==> config.mk <==
export PLATFORM = sky130hd
export DESIGN_NAME = pipe_interlock
export DESIGN_NICKNAME = d
export VERILOG_FILES = /design/src/rtl/pipe_interlock.sv
export SDC_FILE = /design/constraint.sdc
export NUM_CORES = 1
export LEC_CHECK = 0
export CORE_ASPECT_RATIO = 1.25
export CORE_MARGIN = 1.5
export CORE_UTILIZATION = 30
export CTS_BUF_LIST = sky130_fd_sc_hd__clkbuf_4
export DETAILED_ROUTE_END_ITERATION = 16
export HOLD_SLACK_MARGIN = 0.03
export PLACE_DENSITY_LB_ADDON = 0.15
export SLEW_MARGIN = 20
export SYNTH_ARGS = -nofsm -noshare
export SYNTH_HDL_FRONTEND = slang
export SYNTH_SLANG_ARGS = --single-unit
export TNS_END_PERCENT = 20
==> constraint.sdc <==
create_clock -name clk -period 2.97 [get_ports clk]
set_clock_uncertainty 0.15 [all_clocks]
set_input_delay 0.594 -clock clk [delete_from_list [all_inputs] [get_ports clk]]
set_output_delay 0.594 -clock clk [all_outputs]
set_load 0.02 [all_outputs]
==> src/rtl/pipe_interlock.sv <==
// Hazard/forwarding controller: tracks destination registers of in-flight instructions
// (EX..WB) and returns per-source forward selects plus a load-use stall for ID.
module pipe_interlock #(
    parameter int REG_AW   = 4,
    parameter int STAGES   = 3,
    parameter int LOAD_LAT = 2,
    parameter int ZERO_REG = 1,
    parameter int FLUSH_EX = 1,
    parameter int CNT_W    = 16,
    localparam int SW      = $clog2(STAGES + 1)
) (
    input  logic              clk,
    input  logic              rst_n,
    input  logic              id_valid,
    input  logic [REG_AW-1:0] id_rs,
    input  logic [REG_AW-1:0] id_rt,
    input  logic              id_rs_used,
    input  logic              id_rt_used,
    input  logic [REG_AW-1:0] id_rd,
    input  logic              id_we,
    input  logic              id_is_load,
    input  logic              flush,
    output logic              stall,
    output logic [SW-1:0]     fwd_rs,
    output logic [SW-1:0]     fwd_rt,
    output logic              drained,
    output logic [CNT_W-1:0]  stall_cnt
);

    function automatic logic [CNT_W-1:0] sat_inc(input logic [CNT_W-1:0] v);
        return (&v) ? v : v + CNT_W'(1);
    endfunction

    function automatic logic is_zero_reg(input logic [REG_AW-1:0] r);
        return (ZERO_REG != 0) && (r == '0);
    endfunction

    logic [STAGES-1:0] ent_vld;
    logic [STAGES-1:0] ent_we;
    logic [STAGES-1:0] ent_ld;
    logic [REG_AW-1:0] ent_rd [STAGES];

    logic              rs_hit, rt_hit;
    logic              rs_rdy, rt_rdy;
    logic [SW-1:0]     rs_idx, rt_idx;
    logic              load0;
    logic [STAGES-1:0] vld_nxt;

    // Scan oldest to youngest so the youngest match overwrites older ones.
    always_comb begin
        rs_hit = 1'b0;
        rt_hit = 1'b0;
        rs_rdy = 1'b1;
        rt_rdy = 1'b1;
        rs_idx = '0;
        rt_idx = '0;
        for (int k = STAGES - 1; k >= 0; k--) begin
            if (id_valid && id_rs_used && ent_vld[k] && ent_we[k] &&
                ent_rd[k] == id_rs && !is_zero_reg(id_rs)) begin
                rs_hit = 1'b1;
                rs_idx = SW'(k + 1);
                rs_rdy = !ent_ld[k] || (k >= LOAD_LAT - 1);
            end
            if (id_valid && id_rt_used && ent_vld[k] && ent_we[k] &&
                ent_rd[k] == id_rt && !is_zero_reg(id_rt)) begin
                rt_hit = 1'b1;
                rt_idx = SW'(k + 1);
                rt_rdy = !ent_ld[k] || (k >= LOAD_LAT - 1);
            end
        end
    end

    assign stall   = id_valid && !flush && ((rs_hit && !rs_rdy) || (rt_hit && !rt_rdy));
    assign fwd_rs  = rs_hit ? rs_idx : '0;
    assign fwd_rt  = rt_hit ? rt_idx : '0;
    assign drained = ~|ent_vld;
    assign load0   = id_valid && !stall && !flush;

    // A flush with FLUSH_EX also squashes the instruction currently in EX.
    always_comb begin
        vld_nxt    = '0;
        vld_nxt[0] = load0;
        for (int k = 1; k < STAGES; k++) begin
            vld_nxt[k] = ent_vld[k-1] && !((FLUSH_EX != 0) && (k == 1) && flush);
        end
    end

    always_ff @(posedge clk or negedge rst_n) begin
        if (!rst_n) begin
            ent_vld   <= '0;
            stall_cnt <= '0;
        end else begin
            ent_vld <= vld_nxt;
            if (stall) begin
                stall_cnt <= sat_inc(stall_cnt);
            end
        end
    end

    // Entry payload is qualified by ent_vld, so it needs no reset.
    always_ff @(posedge clk) begin
        ent_rd[0] <= id_rd;
        ent_we[0] <= id_we;
        ent_ld[0] <= id_is_load;
        for (int k = 1; k < STAGES; k++) begin
            ent_rd[k] <= ent_rd[k-1];
            ent_we[k] <= ent_we[k-1];
            ent_ld[k] <= ent_ld[k-1];
        end
    end

endmodule

==> impl_metrics.prom <==
# TYPE chip_impl_metric gauge
chip_impl_info{name="whs_endpoint",value="ent_we[1]"} 1
chip_impl_info{name="crit_path_cell_trace",value="dlygate4sd2_1 > xor2_1 > or4_4 > or3_1 > a21oi_2 > buf_6"} 1
chip_impl_metric{name="io_buffers",unit=""} 41
chip_impl_metric{name="timing.setup.tns",unit="ps"} 0
chip_impl_metric{name="post_synth_instance_area",unit="mm^2"} 0.00166
chip_impl_info{name="critical_path.endpoint_type",value="output port"} 1
chip_impl_metric{name="grt_max_degree",unit=""} 20
chip_impl_metric{name="route.antenna.remaining_nets",unit=""} 0
chip_impl_metric{name="post_route_cells_drive_above_1_share",unit=""} 0.248
chip_impl_metric{name="grt_antenna_before_repair",unit=""} 0
chip_impl_metric{name="maximum_clock_insertion_buffer_count",unit=""} 2
chip_impl_metric{name="period_needed",unit="ps"} 2900
chip_impl_metric{name="final_standard_cell_count_with_taps_included_and_fillers_excluded",unit=""} 290
chip_impl_info{name="cpLargestDelayFamily",value="simple AND/OR/NAND/NOR gates"} 1
chip_impl_metric{name="clkSinkCount",unit=""} 35
chip_impl_info{name="layout_common_cells",value="sky130_fd_sc_hd__clkdlybuf4s50_1 (27), sky130_fd_sc_hd__xor2_1 (21), sky130_fd_sc_hd__dfrtp_1 (19), sky130_fd_sc_hd__buf_4 (18), sky130_fd_sc_hd__dfxtp_1 (16)"} 1
chip_impl_info{name="min-delay-path-class",value="flop to flop"} 1
chip_impl_info{name="critPathSlowestCell",value="sky130_fd_sc_hd__or4_4"} 1
chip_impl_metric{name="arrival",unit="ps"} 2160
chip_impl_metric{name="routed_wire_length",unit="mm"} 4.20
chip_impl_info{name="crit-reg2reg-capture",value="stall_cnt[1]"} 1
chip_impl_info{name="layout_commonest_cell",value="sky130_fd_sc_hd__clkdlybuf4s50_1"} 1
chip_impl_metric{name="fmax",unit="MHz"} 344
chip_impl_metric{name="min_delay_path_depth",unit=""} 0
chip_impl_metric{name="synth.yosys.warnings",unit=""} 0
chip_impl_metric{name="vdd_ir_drop_max",unit="mV"} 0.158
chip_impl_metric{name="swShare",unit=""} 0.253
chip_impl_metric{name="routed_wl_per_cell",unit="um"} 14.5
chip_impl_metric{name="avgSynthCellArea",unit="um^2"} 10.7
chip_impl_metric{name="share_seq_of_total_power",unit=""} 0.578
chip_impl_metric{name="remaining_drc_errors",unit=""} 0
chip_impl_metric{name="timing_max_transition_violations_final",unit=""} 0
chip_impl_metric{name="rows",unit=""} 30
chip_impl_info{name="hold_path.startpoint",value="ent_we[0]"} 1
chip_impl_metric{name="power_frac_clock",unit=""} 0.294
chip_impl_metric{name="grt_overflow",unit=""} 0
chip_impl_metric{name="switchingPower",unit="mW"} 0.219
chip_impl_info{name="timing_worst_setup_path_type",value="input pin to output port"} 1
chip_impl_metric{name="setup.reg_to_reg.worst_slack",unit="ps"} 740
chip_impl_metric{name="synth_cell_types",unit=""} 34
chip_impl_metric{name="cts_made_buffers",unit=""} 5
chip_impl_info{name="clock-root-buffer",value="sky130_fd_sc_hd__clkbuf_4"} 1
chip_impl_metric{name="h_tree_levels",unit=""} 2
chip_impl_metric{name="detail_route.vias_per_cell",unit=""} 4.86
chip_impl_metric{name="effective_utilization_at_floorplan",unit=""} 0.308
chip_impl_metric{name="routabilityCongestion",unit=""} 0.796
chip_impl_metric{name="drt_iter0_drc",unit=""} 37
chip_impl_info{name="crit-reg2reg-launch",value="ent_rd[0][1]"} 1
chip_impl_metric{name="syn_inst",unit=""} 156
chip_impl_metric{name="number_of_max_cap_violations",unit=""} 0
chip_impl_metric{name="synth-edff-count",unit=""} 0
chip_impl_metric{name="path_clk_slew",unit="ps"} 100
chip_impl_metric{name="io_pins",unit=""} 42
chip_impl_metric{name="async_flop_share",unit=""} 0.543
chip_impl_metric{name="timing_worst_slew_pin_value",unit="ps"} 865
chip_impl_metric{name="dieArea",unit="mm^2"} 0.00601
chip_impl_metric{name="drt_pre_antenna_iters",unit=""} 4
chip_impl_metric{name="dp_cells",unit=""} 280
chip_impl_metric{name="final-setup-viol-count",unit=""} 0
chip_impl_metric{name="grt_pass1_vias",unit=""} 1456
chip_impl_metric{name="crit_required",unit="ps"} 2230
chip_impl_info{name="tritoncts_clock_tree",value="yes"} 1
chip_impl_metric{name="synth_fp_nets",unit=""} 177
chip_impl_metric{name="detailedPlacementHpwl",unit="mm"} 3.22
chip_impl_metric{name="reg2reg_depth",unit=""} 9
chip_impl_metric{name="finalHoldViolations",unit=""} 0
chip_impl_metric{name="gr-usage-all-layers",unit=""} 0.152
chip_impl_metric{name="power.internal",unit="mW"} 0.648
chip_impl_metric{name="design_power_total",unit="mW"} 0.867
chip_impl_metric{name="chipHeight",unit="um"} 86.3
chip_impl_metric{name="final.period_utilization",unit=""} 0.978
chip_impl_metric{name="core_area",unit="mm^2"} 0.00541
chip_impl_metric{name="synth_sequential_area_ratio",unit=""} 0.478
chip_impl_metric{name="ys_ff_latch",unit=""} 35
chip_impl_metric{name="power.share.combinational",unit=""} 0.128
chip_impl_metric{name="num_vias",unit=""} 1409
chip_impl_metric{name="maxSlewHeadroom",unit=""} 0.421
chip_impl_metric{name="worstPathMaxFanout",unit=""} 3
chip_impl_metric{name="global_route_wire_length_before_repair",unit="mm"} 7.10
chip_impl_metric{name="layout.core_utilization",unit=""} 0.445
chip_impl_info{name="synthFlopType",value="sky130_fd_sc_hd__dfrtp_1"} 1
chip_impl_metric{name="antenna_cells",unit=""} 0
chip_impl_metric{name="chipWidth",unit="um"} 69.6
chip_impl_metric{name="pwr_density_cell",unit="mW/mm^2"} 360
chip_impl_metric{name="layout.nets",unit=""} 246
chip_impl_metric{name="leak_pwr",unit="nW"} 1.03
chip_impl_info{name="grt_setup_unrepaired",value="no"} 1
chip_impl_metric{name="clock_insertion_delay_worst_skew",unit="ps"} 340
chip_impl_info{name="run_status",value="complete, no violations"} 1
chip_impl_metric{name="cp.buffers_inverters",unit=""} 2
chip_impl_metric{name="critical-path-max-stage-delay",unit="ps"} 520
chip_impl_info{name="timing.critical_path.from_type",value="input pin"} 1
chip_impl_metric{name="area_growth",unit="%"} 44.6
routing by layer:
metal | vias up | share of wire | global-route usage
met2 | 33 | 0.54 | 0.282
met1 | 677 | 0.39 | 0.165
met5 | - | 0 | 0
met4 | 0 | 0.015 | 0.0577
met3 | 6 | 0.050 | 0.0407
li1 | 693 | - | -
layout make-up:
type                    instances  area [um^2]
fillers                       541         3000
multi-input cells             118          910
flip-flops and latches         35          796
repair buffers                 63          559
well taps                      64         80.1
clock buffers                   6         45.0
clock inverters                 2         8.76
inverters                       2         7.51
cell families after synthesis:
logic type / after synthesis / share of synthesized area
adders and majority gates: 1 / 0.00752
buffers and inverters: 3 / 0.00752
and+or+nand+nor: 69 / 0.259
AOI/OAI and AO/OA: 10 / 0.0436
xor gates and xnor gates: 37 / 0.195
DFF: 35 / 0.478
muxes: 1 / 0.00902
stage by stage:
stage	hold WS (ps)	worst slack [ps]	area, um^2
final	222	66.6	2410
after global placement	184	-691	2300
after CTS	224	5.67	2410
after global routing	234	24.4	2410
after floorplan	148	231	1660
after detailed placement	205	-717	2300
power groups by stage:
stage	Clock (mW)	Combinational (mW)	Sequential, mW
global placement	0	0.105	0.511
detailed placement	0	0.105	0.511
finish	0.255	0.111	0.501
global route	0.295	0.120	0.504
CTS	0.272	0.112	0.502
floorplan	0	0.0411	0.507
registers in the layout, summed over array words and instances (netlist names):
signal / flops
stall_cnt: 16
ent_rd: 12
ent_vld: 3
ent_we: 3
ent_ld: 1
worst max path at each step:
stage	startpoint	endpoint	slack [ps]	cells past startpoint
final	id_rt[2]	fwd_rt[1]	70	6
after detailed placement	id_rt[0]	fwd_rt[1]	-720	7
after global placement	id_rt[2]	fwd_rt[1]	-690	7
after floorplan	id_rt[0]	fwd_rt[1]	230	5
after global routing	id_rs[3]	stall	20	8
after CTS	id_rt[2]	fwd_rt[1]	6	6
repair_timing:
item                       4_1_cts  5_1_grt
gates resized for setup         47        4
buffers inserted                 3        0
pin swaps                        7        2
hold endpoints to repair         0        0
setup endpoints to repair        5        3
hold buffers                     0        0
synth_stat cells (2+ instances only):
| cell | count | area [um^2] |
|---|---|---|
| sky130_fd_sc_hd__inv_1 | 2 | 7.51 |
| sky130_fd_sc_hd__xnor2_1 | 16 | 140 |
| sky130_fd_sc_hd__nand2_1 | 9 | 33.8 |
| sky130_fd_sc_hd__nand3_1 | 12 | 60.1 |
| sky130_fd_sc_hd__xor2_1 | 21 | 184 |
| sky130_fd_sc_hd__nor2_1 | 10 | 37.5 |
| sky130_fd_sc_hd__dfxtp_1 | 16 | 320 |
| sky130_fd_sc_hd__nand3_2 | 2 | 20.0 |
| sky130_fd_sc_hd__a31oi_1 | 2 | 12.5 |
| sky130_fd_sc_hd__nor2b_1 | 2 | 12.5 |
| sky130_fd_sc_hd__dfrtp_1 | 19 | 475 |
| sky130_fd_sc_hd__nand4_1 | 7 | 43.8 |
| sky130_fd_sc_hd__or4_1 | 4 | 30.0 |
| sky130_fd_sc_hd__nor3_1 | 8 | 40.0 |
| sky130_fd_sc_hd__nand2b_1 | 2 | 12.5 |
| sky130_fd_sc_hd__a21oi_1 | 3 | 15.0 |
| sky130_fd_sc_hd__or3_1 | 2 | 12.5 |
| sky130_fd_sc_hd__nor4b_2 | 2 | 30.0 |
| sky130_fd_sc_hd__nor4_4 | 2 | 42.5 |
Power figures use the tool's default switching activity.
